$ cat src/rtl/argmax_unit.sv
// Argmax over a snapshot of packed signed neuron results, scanned one element per enabled cycle.
// Handshake: start is a one-cycle request accepted only in IDLE; done pulses for one enabled cycle when index/max_value update.
module argmax_unit #(
  parameter int n                     = 8,
  parameter int number_of_input       = 10,
  parameter int clog2_number_of_input = 4
) (
  input  logic                             clk,
  input  logic                             rst,
  input  logic                             clk_en,
  input  logic                             start,
  input  logic [number_of_input*n-1:0]     values,
  output logic [clog2_number_of_input-1:0] index,
  output logic [n-1:0]                     max_value,
  output logic                             busy,
  output logic                             done
);

  typedef enum logic [1:0] {IDLE, SCAN, DONE} state_t;

  localparam logic [clog2_number_of_input-1:0] LAST = clog2_number_of_input'(number_of_input - 1);

  state_t                             state;
  state_t                             state_next;
  logic [number_of_input*n-1:0]       snap;
  logic [clog2_number_of_input-1:0]   cnt;
  logic [clog2_number_of_input-1:0]   run_index;
  logic signed [n-1:0]                run_max;
  logic signed [n-1:0]                elem;
  logic                               greater;

  assign elem    = snap[cnt*n +: n];
  assign greater = elem > run_max;

  always_ff @(posedge clk) begin
    if (!rst) begin
      state <= IDLE;
    end else if (clk_en) begin
      state <= state_next;
    end
  end

  always_comb begin
    state_next = state;
    case (state)
      IDLE:    if (start) state_next = (number_of_input == 1) ? DONE : SCAN;
      SCAN:    if (cnt == LAST) state_next = DONE;
      DONE:    state_next = IDLE;
      default: state_next = IDLE;
    endcase
  end

  always_comb begin
    busy = (state != IDLE);
    done = (state == DONE);
  end

  // Running max/index stay internal; the visible result only moves on entry to DONE.
  always_ff @(posedge clk) begin
    if (!rst) begin
      snap      <= '0;
      cnt       <= '0;
      run_index <= '0;
      run_max   <= '0;
      index     <= '0;
      max_value <= '0;
    end else if (clk_en) begin
      case (state)
        IDLE: begin
          if (start) begin
            snap      <= values;
            run_max   <= values[n-1:0];
            run_index <= '0;
            cnt       <= (number_of_input == 1) ? '0 : clog2_number_of_input'(1);
            if (number_of_input == 1) begin
              index     <= '0;
              max_value <= values[n-1:0];
            end
          end
        end
        SCAN: begin
          if (greater) begin
            run_max   <= elem;
            run_index <= cnt;
          end
          if (cnt == LAST) begin
            index     <= greater ? cnt : run_index;
            max_value <= greater ? elem : run_max;
          end else begin
            cnt <= cnt + 1'b1;
          end
        end
        default: ;
      endcase
    end
  end

endmodule

$ cat config.mk
export PLATFORM = sky130hd
export DESIGN_NAME = argmax_unit
export DESIGN_NICKNAME = d
export VERILOG_FILES = /design/src/rtl/argmax_unit.sv
export SDC_FILE = /design/constraint.sdc
export NUM_CORES = 1
export LEC_CHECK = 0
export CAP_MARGIN = 0
export CORE_MARGIN = 2
export CORE_UTILIZATION = 56
export DETAILED_ROUTE_END_ITERATION = 6
export PLACE_DENSITY = 0.87
export SYNTH_ARGS = -nofsm -noshare
export SYNTH_HDL_FRONTEND = slang
export SYNTH_SLANG_ARGS = --single-unit
$ cat constraint.sdc
create_clock -name clk -period 8.7 [get_ports clk]
set_clock_uncertainty 0.15 [all_clocks]
set_input_delay 2.61 -clock clk [delete_from_list [all_inputs] [get_ports clk]]
set_output_delay 2.61 -clock clk [all_outputs]
set_load 0.03 [all_outputs]
== Word-level counts from Yosys, hierarchy flattened ==
Index checks and enable logic that the tools add are counted.

* ROM bits: 0
* Output and inout bits: 14
* Bits in writable memories: 0
* Register bits after elaboration: 110
* Logic and storage cells: 36
* Latch bits: 0
* Input port bits: 84
* Memories kept: 0

* Reduce and logical (&&, ||, !) cells: 8
* Shift operators: 1
* Div/mod/pow operators: 0
* $mul: 0
* Order comparisons: 1
* Add/sub/neg operators: 1
* Mux-type cells: 12
* Bitwise logic cells: 0
* Eq/ne operators: 6

{| class="wikitable"
|+ Operators with widths
! cell !! count
|-
| 80-bit by 8-bit indexed part select with 8-bit output || 1
|-
| 4-bit 2-to-1 mux || 4
|-
| 8-bit 2-to-1 mux || 2
|-
| 4-bit one-hot mux with 2 select lines || 2
|-
| 8-bit one-hot mux with 2 select lines || 1
|-
| 3-bit AND reduction || 4
|-
| 8-bit greater-than comparator || 1
|-
| 2-bit != test (second input constant) || 3
|-
| 4-bit by 1-bit adder with 4-bit output (second input constant) || 1
|-
| 4-bit equality test (second input constant) || 1
|-
| 2-bit 2-to-1 mux || 2
|-
| 2-bit one-hot mux with 2 select lines || 1
|-
| 4-bit AND reduction || 1
|-
| 2-bit nonzero test || 2
|-
| 2-bit by 1-bit equality test with 1-bit output (second input constant) || 1
|-
| 2-bit equality test (second input constant) || 1
|-
| 2-bit zero test || 1
|}

== Longest topological paths before layout ==
* Depth in word-level cells: 4
* Mapped depth: 13
* Depth with buffers taken out: 9

== Worst setup path before layout ==
Ideal clock, no wire load.

* Path kind: input port to flip-flop
* From: input port clk_en
* To: register run_max[0]
* Required time: 8.428 ns
* Arrival time: 3.824 ns
* Library setup time: 0.122 ns
* Stages on the path: 6
* Buffers on the path: 1
* Setup slack: 4.604 ns
* Cells stage by stage: inv_1 > or4b_2 > clkbuf_1 > a21oi_1 > a21oi_1 > o311a_1

* Longest elaborated chain between the ends: 1

{| class="wikitable"
|+ Ends and longest elaborated chain
! element !! line !! RTL
|-
| from (decl) || 10 || <nowiki>input logic clk_en,</nowiki>
|-
| 3-bit AND reduction (no source line) || -- ||
|-
| to (signal assigned) || 72 || <nowiki>run_max <= values[n-1:0];</nowiki>
|-
| to (signal assigned) || 83 || <nowiki>run_max <= elem;</nowiki>
|-
| to (decl) || 28 || <nowiki>logic signed [n-1:0] run_max;</nowiki>
|}

Every way passes these cells.
A chain may end at the register's enable or synchronous reset.

== Worst setup path after layout ==
Ends and elaborated chain as after synthesis.

==> summary.txt <==
Mapped Cells - 598
DR pass1 iterations - 5
setup_tns - 0 ps
Sinks on Clock Net - 110
crit-path max FO - 82
count of different cell masters after synthesis - 58
max_cap viols - 0
VDD IR-drop max - 0.102 mV
Largest stage delay, worst path - 650 ps
Layout area overhead - 20.9%
Resize count post-CTS - 0
largest net degree at the start of global routing - 87
HP Start - index[3]
final hold vios - 0
ys flop type - dfxtp_1
Mapped Area - 5230 um^2
Setup Buffers After CTS - 0
Switching Share - 29.1%
WP data required - 8820 ps
DP HPWL - 9200 um
status - complete, no violations
filler instances - 719
Largest delay share family, worst path - buffers and inverters
reg2reg end - run_max[0]
Clk pin slew, worst setup/hold paths - 100 ps
Worst Path Arrival - 4790 ps
Via density - 6.00
GRT Overall Usage - 25.8%
# nets final - 759
Lkg Pwr - 2.25 nW
initial DRC count - 369
Clock Root Buffer - clkbuf_8
min Tclk post-route - 4670 ps
grt ovf - 0
Cell Pwr Density - 177 nW/um^2
H-tree Lvls - 3
combinational power share - 21.0%
CP Launch Type - primary input
# rows - 35
Sw Pwr - 0.326 mW
WS Path Type - primary input to register
vias in the first global route - 4397
clk buf depth - 2
actual slew at the worst max-slew pin - 891 ps
post-synth top area share - 42.1%
Finish-stage setup viols - 0
Syn Nets - 692
Buf+Inv Stages, Crit Path - 3
crit path cell chain - clkdlybuf4s50_1 -> inv_1 -> or4b_2 -> buf_4 -> a21oi_1 -> a21oi_1 -> o311a_1
Final period util - 53.7%
Clk pwr share - 30.5%
antenna violations before repair - 0
WL final - 13000 um
Port Buffers - 97
Initial Util - 57.2%
Slew headroom - 40.3%
Top cell by count, worst path - a21oi_1
YS warnings - 0
GPL Wtd Cong - 0.909
full die area - 10100 um^2
Setup crit end kind - register
top cells by area, synth - dfxtp_1, nand2_1, a21boi_0
fin. max-slew vios - 0
CTS tree - done
post-detailed-route count of antenna-violating nets - 0
I/O pin count - 98
RSZ-0062 raised after global routing - no
worst r2r src - cnt[0]
Post-synth ARST share - 0%
worst hold stages - 2
first-pass GRT wire length - 20600 um
HP Class - register to register
top cell type by total area after synthesis - dfxtp_1
total CTS buffers - 9
antenna diode count - 0
max frequency - 214 MHz
register share of total power - 48.5%
number of flops mapped to enable cells by yosys - 0
Die Ht - 101 um
clk_lat worst skew - 380 ps
Die Wd - 101 um
R2R Setup Slk - 4030 ps
P_int - 0.793 mW
Hold-fix buffers, CTS - 0
routed len/inst - 16.6 um
post-synthesis register bit count - 110
vias - 4684
Synth Area per Inst - 8.75 um^2
Critical-path top delay cell - or4b_2
CP Depth - 7
register area share after synthesis - 42.1%
Core Box Area - 9150 um^2
WHS Endpoint - index[3]
layout cells sized above 1 - 6.87%
reg2reg path depth - 10
Post-route DRC - 0
Final Power - 1.12 mW
[kinds of logic (layout without fill, tap and decap cells)]
| group | Yosys count | count (layout) | synth area share (%) |
|---|---|---|---|
| multiplexers | 24 | 24 | 8.70 |
| XOR/XNOR | 2 | 2 | 0.335 |
| AND/OR/NAND/NOR | 231 | 231 | 18.8 |
| flip-flops | 110 | 110 | 42.1 |
| AO/OA/AOI/OAI | 161 | 161 | 21.3 |
| buffers and inverters | 60 | 132 | 6.43 |
| adder cells (fa/ha/maj) | 10 | 10 | 2.39 |
[through the flow]
stage / setup WS, ps / cell area, um^2 / util (%) / instances / hold slack, ps
final: 4030 / 6320 / 69.1 / 781 / 304
after global routing: 3810 / 6320 / 69.1 / 781 / 332
after CTS: 4060 / 6320 / 69.1 / 781 / 308
after detailed placement: 3660 / 6100 / 66.7 / 765 / 295
after global placement: 3720 / 6100 / 66.7 / 765 / 277
after floorplan: 4600 / 5230 / - / 598 / 283
[cell usage after synthesis, types with 2 or more instances]
cell      number
or3_1          2
o31ai_1        6
inv_1         12
a22oi_1        8
nand2_1      179
a211oi_1       6
nor4_1         6
a21oi_1       41
and2_1         2
mux4_2        12
mux2i_1        8
nand3_1        5
a31o_2         4
a21boi_0      46
buf_4          3
dfxtp_1      110
o21a_1         2
o21ai_0       14
buf_2         17
and2b_2        2
nand3b_1       2
clkbuf_8       2
buf_6          4
a21o_1         5
clkbuf_1      19
o21ai_1        7
nor2_1        10
a32o_1         9
ha_1          10
mux4_1         4
nor3_1         7
o211ai_1       2
nor2b_1        2
nand4_1        4
buf_1          2
and3b_1        2
[worst max-delay path by stage]
stage,startpoint,endpoint
3_3_place_gp,clk_en,run_max[0]
5_1_grt,cnt[0],run_max[0]
2_1_floorplan,clk_en,run_max[0]
4_1_cts,clk_en,run_max[0]
6_report,clk_en,run_max[0]
3_5_place_dp,clk_en,run_max[0]
[sequential cells by signal (all words and copies together), names as in the netlist]
name	count
run_index	4
state	2
snap	80
cnt	4
max_value	8
index	4
run_max	8
[final cells by class]
type | count | area, um^2 | area share, %
Inverter | 12 | 45.0 | 0.712
Clock inverter | 5 | 88.8 | 1.40
Multi-Input combinational cell | 428 | 2690 | 42.6
Timing Repair Buffer | 104 | 1020 | 16.2
Clock buffer | 11 | 131 | 2.08
Sequential cell | 110 | 2200 | 34.8
Tap cell | 111 | 139 | 2.20
[worst reg2reg max path, stage by stage, from the launching register on]
cell     delay [ps]
dfxtp_1         870
buf_4           430
mux4_1          610
a22oi_1         330
o21ai_1         210
ha_1            360
a21oi_1         170
inv_1            80
o21ai_2         570
nand2_1         400
o311a_1         390
[power by group through the flow]
stage / Combinational, mW / Clock (mW) / Sequential [mW]
CTS: 0.231 / 0.342 / 0.542
finish: 0.234 / 0.341 / 0.543
global route: 0.256 / 0.358 / 0.546
detailed placement: 0.229 / 0 / 0.554
floorplan: 0.161 / 0 / 0.547
global placement: 0.221 / 0 / 0.553
[cells in the final DEF (no fill, tap or decap), types with 4 or more instances in the layout]
cell type        count
nand2_1            179
dfxtp_1            110
clkdlybuf4s50_1     97
a21boi_0            46
a21oi_1             41
o21ai_0             14
inv_1               12
mux4_2              12
nor2_1              10
ha_1                10
a32o_1               9
clkbuf_8             9
mux2i_1              8
a22oi_1              8
o21ai_1              7
nor3_1               7
buf_4                7
o31ai_1              6
a211oi_1             6
nor4_1               6
a21o_1               5
nand3_1              5
mux4_1               4
nand4_1              4
a31o_2               4
[layer usage]
layer  GRT usage (%)  share of wire [%]  up-vias
met5               0                  0        -
met4            10.7                2.6        0
met3            4.58                8.0       32
met2            43.1                 49      208
met1            33.1                 40     2214
li1                -                  -     2230
Note: power is estimated with default switching activity, not from simulation.
